`src/rtl/priority_arb_enc.sv`:
```
// rtl/priority_arb_enc.sv - registered N-way priority arbiter with fixed/round-robin modes and valid/ack grant handshake
//
// Purpose:
//   Picks one of N level-sensitive requests, presents it as a one-hot grant
//   plus an index+1 code, holds it until the consumer acknowledges, and counts
//   accepted grants. Supports fixed priority (highest index wins) and
//   round-robin priority (last winner becomes lowest priority).
//
// Ports:
//   clk        in  1      sole clock, rising edge
//   rst        in  1      synchronous active-high reset
//   w          in  N      request lines, bit i = request i
//   rr_mode    in  1      0 = fixed priority, 1 = round-robin
//   ack        in  1      consumer accepts current grant (ignored when idle)
//   valid      out 1      a grant is presented
//   z          out ZW     winner index + 1, 0 when no grant
//   grant      out N      one-hot winner, zero when valid = 0
//   grant_cnt  out CNT_W  accepted grant count, wraps silently

module priority_arb_enc #(
  parameter int N     = 4,
  parameter int ZW    = $clog2(N + 1),
  parameter int CNT_W = 8
) (
  input  logic             clk,
  input  logic             rst,
  input  logic [N-1:0]     w,
  input  logic             rr_mode,
  input  logic             ack,
  output logic             valid,
  output logic [ZW-1:0]    z,
  output logic [N-1:0]     grant,
  output logic [CNT_W-1:0] grant_cnt
);

  localparam int PW = $clog2(N);

  localparam logic [0:0] S_IDLE  = 1'b0;
  localparam logic [0:0] S_GRANT = 1'b1;

  logic [0:0]       r_state;
  logic [PW-1:0]    r_idx;
  logic [PW-1:0]    r_ptr;
  logic [ZW-1:0]    r_z;
  logic [N-1:0]     r_grant;
  logic [CNT_W-1:0] r_cnt;

  logic             w_any;
  logic             w_accept;
  logic [PW-1:0]    w_arb_ptr;
  logic [PW-1:0]    w_fix_idx;
  logic             w_lo_found;
  logic [PW-1:0]    w_lo_idx;
  logic [PW-1:0]    w_hi_idx;
  logic [PW-1:0]    w_rr_idx;
  logic [PW-1:0]    w_win_idx;
  logic [ZW-1:0]    w_win_z;
  logic [N-1:0]     w_win_grant;

  assign w_any    = |w;
  assign w_accept = (r_state == S_GRANT) && ack;

  // On an accepted grant the pointer moves to the current winner in the same
  // edge, so the back-to-back re-arbitration must already see that new value.
  assign w_arb_ptr = w_accept ? r_idx : r_ptr;

  // Fixed priority: ascending scan, the last set bit seen (highest index) wins.
  always_comb begin
    w_fix_idx = '0;
    for (int i = 0; i < N; i++) begin
      if (w[i]) begin
        w_fix_idx = PW'(i);
      end
    end
  end

  // Round-robin search order is ptr-1 down to 0, then N-1 down to ptr.
  // That is the highest set index below ptr if one exists, otherwise the
  // highest set index at or above ptr. With ptr = 0 this reduces to fixed.
  always_comb begin
    w_lo_found = 1'b0;
    w_lo_idx   = '0;
    w_hi_idx   = '0;
    for (int i = 0; i < N; i++) begin
      if (w[i]) begin
        if (PW'(i) < w_arb_ptr) begin
          w_lo_found = 1'b1;
          w_lo_idx   = PW'(i);
        end else begin
          w_hi_idx = PW'(i);
        end
      end
    end
  end

  assign w_rr_idx    = w_lo_found ? w_lo_idx : w_hi_idx;
  assign w_win_idx   = rr_mode ? w_rr_idx : w_fix_idx;
  assign w_win_z     = ZW'(w_win_idx) + ZW'(1);
  assign w_win_grant = N'(1) << w_win_idx;

  always_ff @(posedge clk) begin
    if (rst) begin
      r_state <= S_IDLE;
      r_idx   <= '0;
      r_ptr   <= '0;
      r_z     <= '0;
      r_grant <= '0;
      r_cnt   <= '0;
    end else if (r_state == S_IDLE) begin
      // ack is ignored here: nothing is presented, so nothing is accepted.
      if (w_any) begin
        r_state <= S_GRANT;
        r_idx   <= w_win_idx;
        r_z     <= w_win_z;
        r_grant <= w_win_grant;
      end
    end else if (ack) begin
      r_cnt <= r_cnt + CNT_W'(1);
      r_ptr <= r_idx;
      if (w_any) begin
        r_idx   <= w_win_idx;
        r_z     <= w_win_z;
        r_grant <= w_win_grant;
      end else begin
        r_state <= S_IDLE;
        r_z     <= '0;
        r_grant <= '0;
      end
    end
    // GRANT without ack: hold everything, requests are not re-sampled.
  end

  assign valid     = (r_state == S_GRANT);
  assign z         = r_z;
  assign grant     = r_grant;
  assign grant_cnt = r_cnt;

endmodule

```
`config.mk`:
```
export PLATFORM = sky130hd
export DESIGN_NAME = priority_arb_enc
export DESIGN_NICKNAME = d
export VERILOG_FILES = /design/src/rtl/priority_arb_enc.sv
export SDC_FILE = /design/constraint.sdc
export NUM_CORES = 1
export LEC_CHECK = 0
export ABC_AREA = 1
export CAP_MARGIN = 20
export CORE_MARGIN = 4
export CORE_UTILIZATION = 26
export DETAILED_ROUTE_END_ITERATION = 16
export PLACE_DENSITY = 0.52
export SYNTH_ARGS = -nofsm -noshare
export SYNTH_HDL_FRONTEND = slang
export SYNTH_SLANG_ARGS = --single-unit
export TNS_END_PERCENT = 5
```
`constraint.sdc`:
```
create_clock -name clk -period 2.2 [get_ports clk]
set_input_delay 0.44 -clock clk [delete_from_list [all_inputs] [get_ports clk]]
set_output_delay 0.44 -clock clk [all_outputs]
set_load 0.05 [all_outputs]
```
# Word-level counts from Yosys, hierarchy flattened
# Index checks and enable logic that the tools add are counted.
[word_totals]
ff_bits = 20
output_inout_bits = 16
[op_classes]
add_sub_neg = 2
order_cmp = 4
n_eq_ne = 1
shift = 1
n_mux = 40
reduce_logical = 5
[ops]
columns = ["op", "n"]
rows = [
  ["$mux W2", 16],
  ["$mux W1", 16],
  ["$mux W4", 4],
  ["$mux W3", 4],
  ["$add A8 B1 Y8 const B", 1],
  ["$lt A1 B2 Y1 const A", 2],
  ["$lt A2 B2 Y1 const A", 2],
  ["$reduce_and A2 Y1", 2],
  ["$reduce_or A4 Y1", 1],
  ["$shl A1 B2 Y4 const A", 1],
  ["$add A2 B1 Y3 const B", 1],
  ["$ne A2 B2 Y1 const B", 1],
  ["$reduce_bool A2 Y1", 1],
  ["$logic_and A1 B1 Y1", 1],
]

# Depth between registers and ports, before layout
# Gate-level depths: netlist of the first run.
[logic_depth]
word_depth = 17
ltp_mapped = 12
ltp_nobuf = 11

# Least setup slack after synthesis of the first run
# OpenSTA, ideal clock, no wires.
[synth_path]
path_type = "reg-to-reg"
from = "register r_state, in the netlist valid"
to = "register r_z[1], in the netlist z[1]"
setup_ns = 0.120
t_arrival_ns = 1.994
required_ns = 2.080
path_slack_ns = 0.086
path_stages_with_launch = 13
n_path_buf = 1
synth_period_minus_slack_ns = 2.114
cell_sequence = "dfxtp_1 > nand2_4 > buf_6 > nand2_4 > nand3_2 > nand2_2 > inv_2 > nand3_2 > nand3_1 > ha_1 > nor2_1 > a31oi_1 > a21oi_1"
[synth_between]
elab_chain_cells = 17
[synth_lines]
columns = ["element", "line_no", "source"]
rows = [
  ["start, declared", "41", "logic [0:0] r_state;"],
  ["start signal, assigned", "103", "r_state <= S_IDLE;"],
  ["start signal, assigned", "112", "r_state <= S_GRANT;"],
  ["start signal, assigned", "125", "r_state <= S_IDLE;"],
  ["$logic_and A1 B1 Y1 (*)", "61", "assign w_accept = (r_state == S_GRANT) && ack;"],
  ["$mux W2 (*)", "65", "assign w_arb_ptr = w_accept ? r_idx : r_ptr;"],
  ["$lt A1 B2 Y1", "86", "if (PW'(i) < w_arb_ptr) begin"],
  ["$mux W1", "86", ""],
  ["$mux W1", "85", "if (w[i]) begin"],
  ["$mux W1", "86", ""],
  ["$mux W1", "85", ""],
  ["$mux W1", "86", ""],
  ["(+2 left out)", "n/a", ""],
  ["$mux W1", "85", ""],
  ["$mux W2 (*)", "96", "assign w_rr_idx = w_lo_found ? w_lo_idx : w_hi_idx;"],
  ["$mux W2 (*)", "97", "assign w_win_idx = rr_mode ? w_rr_idx : w_fix_idx;"],
  ["named net w_win_idx[0]", "56", "logic [PW-1:0] w_win_idx;"],
  ["$add A2 B1 Y3 (*)", "98", "assign w_win_z = ZW'(w_win_idx) + ZW'(1);"],
  ["$mux W3", "120", "if (w_any) begin"],
  ["$mux W3", "117", "end else if (ack) begin"],
  ["$mux W3 (*)", "109", "end else if (r_state == S_IDLE) begin"],
  ["end signal, assigned", "114", "r_z <= w_win_z;"],
  ["end signal, assigned", "122", "r_z <= w_win_z;"],
  ["end, declared", "44", "logic [ZW-1:0] r_z;"],
]
# Mark *: on every way through the listed nets, which the timed path passes. The rest lies on a longest branch. The select of a mux whose other input is x is not followed.
# A chain may end at the register's enable or synchronous reset.

# Final worst setup path of the first run
[layout_path]
from = "register r_state, in the netlist valid"
to = "output port valid"
[layout_lines]
columns = ["element", "line_no", "source"]
rows = [
  ["end, declared", "30", "output logic valid,"],
]
# No word-level cell between the ends.

==> Implementation_results.wiki, run 1 <==
{| class="wikitable"
! Metric !! Value
|-
| Run status || complete, no violations
|-
| Fin Hold WS || 0.481 ns
|-
| Syn Nets || 154
|-
| Hold Path Class || register to register
|-
| Layout filler cell count || 399
|-
| Worst-path cell chain || clkdlybuf4s50_1
|-
| Netlist area before placement || 0.00103 mm^2
|-
| I/O pin count || 24
|-
| Via count of the first global-routing pass || 937
|-
| Data required, critical path || 1.76 ns
|-
| Vias/cell || 4.28
|-
| Setup repair after global routing missed its margin || false
|-
| Max VDD drop || 0.181 mV
|-
| Clk buf depth || 2
|-
| Crit path kind || register to output port
|-
| Die extent in y || 71.0 um
|-
| Resized Gates After CTS || 0
|-
| Post-layout net count || 189
|-
| Total wirelength of the detailed-routed design || 2.30 mm
|-
| Number of clock buffers inserted by TritonCTS || 3
|-
| Net switching power figure || 257 uW
|-
| Portion of the post-synthesis area used by sequential elements || 36.8%
|-
| Ratio of total power to cell area || 586 mW/mm^2
|-
| Starting density of the core || 27.6%
|-
| Post-Syn Instances || 141
|-
| Area grow syn2layout || 37.8%
|-
| H-tree depth || 1
|-
| Wire length of the first global-routing pass || 4.06 mm
|-
| Leakage power of the design || 0.618 nW
|-
| Upper clock frequency limit || 479 MHz
|-
| Switching power share of the total || 30.8%
|-
| Via count || 954
|-
| N_diodes || 0
|-
| Die width || 71.0 um
|-
| Combinational share of power || 26.1%
|-
| Global placement routability congestion || 0.932
|-
| Drt wl/cell || 10.3 um
|-
| Maximum clock skew at final layout || 0.00392 ns
|-
| Source-to-sink clock delay at the later pin of the worst-skew pair || 0.25 ns
|-
| Number of design-rule violations left by the first detailed-router iteration || 36
|-
| Syn avg cell area || 7.33 um^2
|-
| Final Slew Violations || 0
|-
| Transition at the pin with the smallest max-transition slack || 0.509 ns
|-
| Max-cap viol count || 0
|-
| Hold-fix buffer count after cts || 0
|-
| Master cell of the clock root buffer || sky130_fd_sc_hd__clkbuf_8
|-
| Post-route ant nets || 0
|-
| Rel. slew slack || 66.0%
|-
| Overflow left after global routing || 0
|-
| Flops & latches, synth || 19
|-
| Total power after layout || 835 uW
|-
| Postcts setup bufs || 0
|-
| TritonCTS clock tree || done
|-
| Number of antenna violations at the first check in global routing || 0
|-
| Endpoint arrival time on the critical path || 1.65 ns
|-
| Hold Fails Final Rpt || 0
|-
| Type of destination of the critical path || output port
|-
| Remaining DRCs || 0
|-
| Seq pwr share || 45.0%
|-
| Power Internal || 578 uW
|-
| Top cell family by delay on the critical path || buffers and inverters
|-
| Setup violations, final || 0
|-
| 1st-pass router iterations || 4
|-
| Post-detail-place hpwl || 1.88 mm
|-
| Final critical-path share of the clock period || 94.9%
|-
| Critical path's largest stage delay || 0.88 ns
|-
| PortBufs || 23
|-
| Worst path bufs/invs || 1
|-
| Crit path launch type || register
|-
| Part of the total power dissipated in the clock network || 28.9%
|-
| Fraction of final layout cells sized beyond drive strength 1 || 16.0%
|-
| Clock sink count || 19
|-
| Yosys synthesis warning count || 0
|-
| Unique cell type count in the Yosys netlist || 25
|-
| Pin count of the biggest net entering global routing || 12
|-
| Slowest library cell on the worst path || sky130_fd_sc_hd__clkdlybuf4s50_1
|-
| Core area || 0.00374 mm^2
|-
| GRT Total Usage || 9.91%
|-
| Row count || 22
|-
| Shortest clock period the worst path allows after layout || 2.09 ns
|-
| CP Max Fanout || 8
|-
| Register clock-pin slew on the reported worst setup and hold paths || 0.07 ns
|-
| Die area || 0.00505 mm^2
|}
-- power groups by stage --
stage | Combinational [mW] | Clock [mW] | Sequential [mW]
floorplan | 0.0951 | 0 | 0.426
global placement | 0.217 | 0 | 0.384
CTS | 0.220 | 0.254 | 0.376
global route | 0.242 | 0.267 | 0.378
detailed placement | 0.220 | 0 | 0.384
finish | 0.218 | 0.241 | 0.376
-- flip-flops by register name, summed over array words and instances (netlist names) --
signal     count
r_idx          2
grant          3
z              3
r_ptr          2
grant_cnt      8
valid          1
-- Yosys cell counts, drive strengths merged --
cell type / number / share of area, %
o21ai: 9 / 4.4
inv: 28 / 10
nand4: 2 / 1.8
a31oi: 1 / 0.61
nor2: 13 / 5.4
o21bai: 1 / 0.73
nand3: 18 / 10
dfxtp: 19 / 37
ha: 5 / 6.1
buf: 2 / 1.8
nor3: 4 / 4.0
clkbuf: 1 / 0.36
nand2: 25 / 11
a21oi: 13 / 6.7
-- layout make-up --
class	instances	area [um^2]	share of cell area (%)
Inverter	28	105	7.38
Tap cell	48	60.1	4.22
Multi-Input combinational cell	91	526	36.9
Sequential cell	19	380	26.7
Timing Repair Buffer	33	308	21.6
Clock buffer	4	45.0	3.16
-- cells in the final DEF, fill, tap and decap left out --
| master | count |
|---|---|
| sky130_fd_sc_hd__inv_2 | 2 |
| sky130_fd_sc_hd__a31oi_1 | 1 |
| sky130_fd_sc_hd__nor3_4 | 1 |
| sky130_fd_sc_hd__buf_4 | 10 |
| sky130_fd_sc_hd__nand4_2 | 1 |
| sky130_fd_sc_hd__dfxtp_1 | 19 |
| sky130_fd_sc_hd__nor3_1 | 1 |
| sky130_fd_sc_hd__clkbuf_1 | 1 |
| sky130_fd_sc_hd__nand2_2 | 2 |
| sky130_fd_sc_hd__a21oi_2 | 1 |
| sky130_fd_sc_hd__nor2_4 | 1 |
| sky130_fd_sc_hd__clkdlybuf4s50_1 | 22 |
| sky130_fd_sc_hd__dlymetal6s2s_1 | 1 |
| sky130_fd_sc_hd__nand2_4 | 2 |
| sky130_fd_sc_hd__nor2_1 | 12 |
| sky130_fd_sc_hd__o21ai_0 | 8 |
| sky130_fd_sc_hd__nand2_1 | 21 |
| sky130_fd_sc_hd__clkbuf_8 | 3 |
| sky130_fd_sc_hd__o21ai_1 | 1 |
| sky130_fd_sc_hd__nand3_1 | 15 |
| sky130_fd_sc_hd__inv_1 | 26 |
| sky130_fd_sc_hd__nand4_1 | 1 |
| sky130_fd_sc_hd__o21bai_1 | 1 |
| sky130_fd_sc_hd__nand3_2 | 3 |
| sky130_fd_sc_hd__nor3_2 | 2 |
| sky130_fd_sc_hd__ha_1 | 5 |
| sky130_fd_sc_hd__a21oi_1 | 12 |
-- kinds of logic after synthesis --
logic type               count (synthesis)  share of synthesized area, %
flip-flops                              19                          36.8
AND/OR/NAND/NOR                         62                          32.4
AO/OA/AOI/OAI                           24                          12.3
adder cells (fa/ha/maj)                  5                          6.05
buffers and inverters                   31                          12.3
-- worst paths after layout --
kind	from	end	slack (ns)	cells past startpoint
setup / recovery	valid$_SDFF_PP0_	valid	0.11	1
hold / removal	grant[1]$_SDFFE_PP0P_	grant[1]$_SDFFE_PP0P_	0.48	2
setup reg to reg	valid$_SDFF_PP0_	z[1]$_SDFFE_PP0P_	0.36	10
hold reg to reg	grant[1]$_SDFFE_PP0P_	grant[1]$_SDFFE_PP0P_	0.48	2
-- per-layer routing --
metal	vias up	GRT usage [%]	part of all wire [%]
met5	-	0	0
met4	0	3.76	1.5
met3	4	2.41	7.3
met2	29	15.9	41
met1	404	12.8	50
li1	517	-	-
-- through the flow --
stage	setup slack, ns	cell area [um^2]	std cells	setup TNS [ns]	util, %
after floorplan	0.0856	1030	141	0	-
after global placement	-0.0984	1380	219	-0.115	36.8
after detailed placement	-0.171	1380	219	-0.261	36.8
after CTS	0.103	1420	223	0	38.0
after global routing	0.0541	1420	223	0	38.0
final	0.113	1420	223	0	38.0
No activity file was read; power rests on OpenSTA's default activity.
==> run 2, diff against run 1 <==
Settings changed: RECOVER_POWER set to 100.
==> run 2 against run 1 <==
  * Worst setup slack better by 0.0019 ns
  * Sequential share of layout area increased by 0.53 points
  * Maximum frequency is essentially flat
  * First-iteration DRC count decreased by 19%
  * Total power fell by 1.4%
  * Largest cell class unchanged
  * Largest power group unchanged
==> Implementation_results.wiki, run 2 (synthesis results as in run 1) <==
{| class="wikitable"
! Metric !! Value
|-
| Run status || complete, no violations
|-
| Type of destination of the critical path || output port
|-
| Area grow syn2layout || 35.1%
|-
| Master cell of the clock root buffer || sky130_fd_sc_hd__clkbuf_8
|-
| Final Core Density || 37.3% (-0.74 points)
|-
| Hold Path Class || register to register
|-
| Number of design-rule violations left by the first detailed-router iteration || 29 (-19%)
|-
| H-tree depth || 1 (unchanged)
|-
| Maximum clock skew at final layout || 0.00389 ns (-0.0000295 ns)
|-
| Transition at the pin with the smallest max-transition slack || 0.527 ns (+0.0176 ns)
|-
| Die extent in y || 71.0 um (unchanged)
|-
| Setup violations, final || 0 (unchanged)
|-
| Levels on crit path || 1 (unchanged)
|-
| Worst hold path depth || 2 (unchanged)
|-
| Hold Fails Final Rpt || 0 (unchanged)
|-
| GRT Total Usage || 9.91% (unchanged)
|-
| Slowest library cell on the worst path || sky130_fd_sc_hd__dlygate4sd3_1
|-
| Pin count of the biggest net entering global routing || 12 (unchanged)
|-
| Row count || 22 (unchanged)
|-
| Length in cells of the worst reg-to-reg path || 10 (unchanged)
|-
| Crit path launch type || register
|-
| Shortest clock period the worst path allows after layout || 2.09 ns (-0.00186 ns)
|-
| Vias/cell || 4.29 (+0.21%)
|-
| Die area || 0.00505 mm^2 (unchanged)
|-
| Fin Hold WS || 0.481 ns (-0.000632 ns)
|-
| Global placement routability congestion || 0.932 (unchanged)
|-
| Final critical-path share of the clock period || 94.8% (about the same)
|-
| Source-to-sink clock delay at the later pin of the worst-skew pair || 0.25 ns (about the same)
|-
| Post-layout net count || 189 (unchanged)
|-
| Final Slew Violations || 0 (unchanged)
|-
| Postcts setup bufs || 0 (unchanged)
|-
| Drt wl/cell || 10.4 um (+0.26%)
|-
| Sum of negative setup slack || 0 ns (unchanged)
|-
| Number of antenna violations at the first check in global routing || 0 (unchanged)
|-
| Number of clock buffers inserted by TritonCTS || 3 (unchanged)
|-
| Max-cap viol count || 0 (unchanged)
|-
| 1st-pass router iterations || 4 (unchanged)
|-
| Overflow left after global routing || 0 (unchanged)
|-
| Max VDD drop || 0.181 mV (-0.19%)
|-
| TritonCTS clock tree || done
|-
| Max reg flops || 8 (unchanged)
|-
| Endpoint arrival time on the critical path || 1.65 ns (about the same)
|-
| Top library cells by usage in the layout, fill and taps aside || sky130_fd_sc_hd__inv_1, sky130_fd_sc_hd__nand2_1, sky130_fd_sc_hd__dfxtp_1
|-
| Data required, critical path || 1.76 ns (about the same)
|-
| Top cell family by delay on the critical path || buffers and inverters
|-
| Final Instance Count excl. Fillers || 223 (unchanged)
|-
| Upper clock frequency limit || 480 MHz (about the same)
|-
| Worst path bufs/invs || 1 (unchanged)
|-
| Via count of the first global-routing pass || 937 (unchanged)
|-
| I/O pin count || 24 (unchanged)
|-
| Post-route ant nets || 0 (unchanged)
|-
| Register clock-pin slew on the reported worst setup and hold paths || 0.07 ns (about the same)
|-
| Die width || 71.0 um (unchanged)
|-
| Core area || 0.00374 mm^2 (unchanged)
|-
| Most common cell after layout, fill and taps aside || sky130_fd_sc_hd__inv_1
|-
| Cell count after placement || 219 (unchanged)
|-
| Leakage power of the design || 0.651 nW (+5.5%)
|-
| Fraction of final layout cells sized beyond drive strength 1 || 12.6% (-3.4 points)
|-
| Total power after layout || 823 uW (-1.4%)
|-
| Setup repair after global routing missed its margin || false
|-
| Post-detail-place hpwl || 1.88 mm (unchanged)
|-
| Starting density of the core || 27.6% (unchanged)
|-
| Clk buf depth || 2 (unchanged)
|-
| Total wirelength of the detailed-routed design || 2.31 mm (+0.26%)
|-
| Remaining DRCs || 0 (unchanged)
|-
| Rel. slew slack || 64.9% (-1.1 points)
|-
| Ratio of total power to cell area || 590 mW/mm^2 (+0.52%)
|-
| Wire length of the first global-routing pass || 4.06 mm (unchanged)
|-
| Worst-path cell chain || dlygate4sd3_1
|-
| PortBufs || 23 (unchanged)
|-
| Critical path's largest stage delay || 0.92 ns (+0.04 ns)
|-
| N_diodes || 0 (unchanged)
|-
| Crit path kind || register to output port
|-
| Via count || 956 (+0.21%)
|-
| Clock sink count || 19 (unchanged)
|-
| CP Max Fanout || 8 (unchanged)
|}
## run 2: cell types whose count changed in the layout (fill, tap and decap cells not counted), moves of 2 or more
cell and delta:
sky130_fd_sc_hd__clkbuf_1 +2, sky130_fd_sc_hd__dlygate4sd3_1 +17, sky130_fd_sc_hd__buf_4 -2, sky130_fd_sc_hd__clkdlybuf4s50_1 -17
## run 2: metrics by stage
step           setup slack [ns]  instance area (um^2)
2_1_floorplan            0.0856                  1030
3_3_place_gp            -0.0984                  1380
3_5_place_dp             -0.171                  1380
4_1_cts                   0.103                  1420
5_1_grt                  0.0376                  1400
6_report                  0.115                  1400
## run 2: final timing paths
kind / start / endpoint / slack (ns)
min reg2reg: grant[1]$_SDFFE_PP0P_ / grant[1]$_SDFFE_PP0P_ / 0.48
max: valid$_SDFF_PP0_ / valid / 0.11
min: grant[1]$_SDFFE_PP0P_ / grant[1]$_SDFFE_PP0P_ / 0.48
max reg2reg: valid$_SDFF_PP0_ / z[1]$_SDFFE_PP0P_ / 0.26
## run 2: timing repair
| item | CTS | global route |
|---|---|---|
| hold buffers | 0 | 0 |
| setup endpoints to repair | 0 | 1 |
| resized for setup | 0 | 1 |
## run 2: power breakdown
part	leakage [nW]	internal (mW)	switching (mW)
registers	0.156	0.362	0.0125
clock network	0.0228	0.129	0.113
logic	0.473	0.0775	0.129
## run 2: layer usage
| layer | global-route usage [%] | share of wire (%) | wire length, um | vias up |
|---|---|---|---|---|
| li1 | - | - | - | 517 |
| met1 | 12.8 | 51 | 1170 | 406 |
| met2 | 15.9 | 41 | 940 | 29 |
| met3 | 2.41 | 7.1 | 165 | 4 |
| met4 | 3.76 | 1.5 | 35 | 0 |
| met5 | 0 | 0 | 0 | - |
## run 2: final cells by class
class                           instances  area (um^2)
Clock buffer                            4         45.0
Fill cell                             402         2350
Inverter                               28          105
Multi-Input combinational cell         91          505
Sequential cell                        19          380
Tap cell                               48         60.1
Timing Repair Buffer                   33          300
==> run 3, diff against run 2 <==
Settings changed: CORE_MARGIN 4 to not set, CORE_UTILIZATION 26 to 48, PLACE_DENSITY 0.52 to 0.82.
==> run 3 against run 2 <==
  * Clock skew is 0.0024 ns lower
  * Clock-buffer cell count stayed put
  * Cell count is 10% lower
  * Register-to-register slack better by 0.05 ns
  * Clock power is 26% lower
  * Highest routed layer unchanged
==> Implementation_results.wiki, run 3 (synthesis results as in run 1) <==
{| class="wikitable"
! Metric !! Value
|-
| Run status || complete, no violations
|-
| Master cell of the clock root buffer || sky130_fd_sc_hd__clkbuf_4
|-
| I/O pin count || 24 (unchanged)
|-
| Clock sink count || 19 (unchanged)
|-
| Clk buf depth || 2 (unchanged)
|-
| Ratio of total power to cell area || 572 mW/mm^2 (-3.0%)
|-
| Register clock-pin slew on the reported worst setup and hold paths || 0.10 ns (+0.03 ns)
|-
| Shortest clock period the worst path allows after layout || 2.12 ns (+0.0323 ns)
|-
| H-tree depth || 1 (unchanged)
|-
| Vias/cell || 4.99 (+16%)
|-
| Data required, critical path || 1.76 ns (about the same)
|-
| Source-to-sink clock delay at the later pin of the worst-skew pair || 0.30 ns (+0.05 ns)
|-
| Number of design-rule violations left by the first detailed-router iteration || 23 (-21%)
|-
| Final Core Density || 66.3% (+29 points)
|-
| Hold-fix buffer count after cts || 0 (unchanged)
|-
| Die area || 0.00234 mm^2 (-54%)
|-
| Core area || 0.00200 mm^2 (-47%)
|-
| Footprint of the multi-input gates || 499 um^2 (-1.2%)
|-
| Pin count of the biggest net entering global routing || 11 (-1)
|-
| Post-layout net count || 187 (-1.1%)
|-
| Remaining DRCs || 0 (unchanged)
|-
| Final critical-path share of the clock period || 96.3% (+1.5 points)
|-
| Sequential standard cell area || 380 um^2 (unchanged)
|-
| Hold Path Class || register to register
|-
| Setup repair after global routing missed its margin || false
|-
| Worst hold start || grant[0]$_SDFFE_PP0P_
|-
| Layout filler cell count || 182 (-55%)
|-
| Global placement routability congestion || 0.966 (+3.7%)
|-
| Post-detail-place hpwl || 1.73 mm (-8.2%)
|-
| Cell count after placement || 196 (-11%)
|-
| Number of antenna violations at the first check in global routing || 0 (unchanged)
|-
| Die width || 48.4 um (-32%)
|-
| Die extent in y || 48.4 um (-32%)
|-
| Worst-path cell chain || clkdlybuf4s50_1
|-
| Top library cells by usage in the layout, fill and taps aside || sky130_fd_sc_hd__inv_1, sky130_fd_sc_hd__nand2_1, sky130_fd_sc_hd__dfxtp_1
|-
| Overflow left after global routing || 0 (unchanged)
|-
| Drt wl/cell || 11.1 um (+7.0%)
|-
| 1st-pass router iterations || 4 (unchanged)
|-
| Area grow syn2layout || 28.5%
|-
| Resized Gates After CTS || 0 (unchanged)
|-
| Crit path launch type || register
|-
| CP Max Fanout || 8 (unchanged)
|-
| Maximum clock skew at final layout || 0.00144 ns (-0.00245 ns)
|-
| Fraction of final layout cells sized beyond drive strength 1 || 11.0% (-1.6 points)
|-
| Max VDD drop || 0.389 mV (+120%)
|-
| Row count || 16 (-27%)
|-
| Final Instance Count excl. Fillers || 200 (-10%)
|-
| Critical path's largest stage delay || 0.87 ns (-0.05 ns)
|-
| Worst path bufs/invs || 1 (unchanged)
|-
| Max-cap viol count || 0 (unchanged)
|-
| GRT Total Usage || 22.0% (+12 points)
|-
| Slowest library cell on the worst path || sky130_fd_sc_hd__clkdlybuf4s50_1
|-
| Type of destination of the critical path || output port
|-
| PortBufs || 23 (unchanged)
|-
| Via count || 997 (+4.3%)
|-
| Post-route ant nets || 0 (unchanged)
|-
| TritonCTS clock tree || done
|-
| R2R Path Start || valid$_SDFF_PP0_
|-
| Number of clock buffers inserted by TritonCTS || 3 (unchanged)
|-
| Max reg flops || 8 (unchanged)
|-
| Leakage power of the design || 0.620 nW (-4.8%)
|-
| Critical path origin || valid$_SDFF_PP0_
|-
| Fin Hold WS || 0.482 ns (+0.00173 ns)
|-
| Postcts setup bufs || 0 (unchanged)
|-
| Via count of the first global-routing pass || 993 (+6.0%)
|-
| Starting density of the core || 51.6% (+24 points)
|-
| Wire length of the first global-routing pass || 3.99 mm (-1.9%)
|-
| Endpoint arrival time on the critical path || 1.68 ns (+0.03 ns)
|-
| Hold Fails Final Rpt || 0 (unchanged)
|-
| Crit path kind || register to output port
|-
| Transition at the pin with the smallest max-transition slack || 0.510 ns (-0.0161 ns)
|-
| Top cell family by delay on the critical path || buffers and inverters
|-
| Rel. slew slack || 65.9% (+0.96 points)
|-
| Final Slew Violations || 0 (unchanged)
|-
| Upper clock frequency limit || 472 MHz (-1.5%)
|-
| Total wirelength of the detailed-routed design || 2.22 mm (-4.1%)
|-
| N_diodes || 0 (unchanged)
|-
| Setup violations, final || 0 (unchanged)
|-
| Most common cell after layout, fill and taps aside || sky130_fd_sc_hd__inv_1
|}
[run 3: routing by layer]
layer,vias up,share of wire (%),GRT usage [%]
met5,-,0,0
met1,446,43,22.6
met3,4,4.2,4.40
met2,30,51,42.0
met4,0,1.6,10.8
li1,517,-,-
[run 3: worst paths after layout]
path | end | slack, ns | cells after the start
max | valid | 0.08 | 1
min | grant[0]$_SDFFE_PP0P_ | 0.48 | 2
min reg2reg | grant[0]$_SDFFE_PP0P_ | 0.48 | 2
max reg2reg | z[1]$_SDFFE_PP0P_ | 0.31 | 10
[run 3: final cells by class]
type	instances	share of cell area, %
clock buffers	4	1.98
flip-flops and latches	19	28.7
well taps	27	2.54
repair buffers	31	21.3
inverters	28	7.92
multi-input cells	91	37.6
[run 3: power breakdown]
group	leakage [nW]	total [mW]	switching, mW	internal, mW
Clock	0.0150	0.178	0.107	0.0707
Combinational	0.450	0.207	0.131	0.0760
Sequential	0.156	0.375	0.0125	0.362
Total	0.620	0.759	0.251	0.509
[run 3: stage by stage]
stage	total power, mW	setup WS [ns]	instance area, um^2	TNS [ns]
2_1_floorplan	0.521	0.0856	1030	0
3_3_place_gp	0.592	-0.0843	1340	-0.0946
3_5_place_dp	0.599	-0.175	1340	-0.317
4_1_cts	0.777	0.0659	1360	0
5_1_grt	0.805	0.000537	1330	0
6_report	0.759	0.0825	1330	0
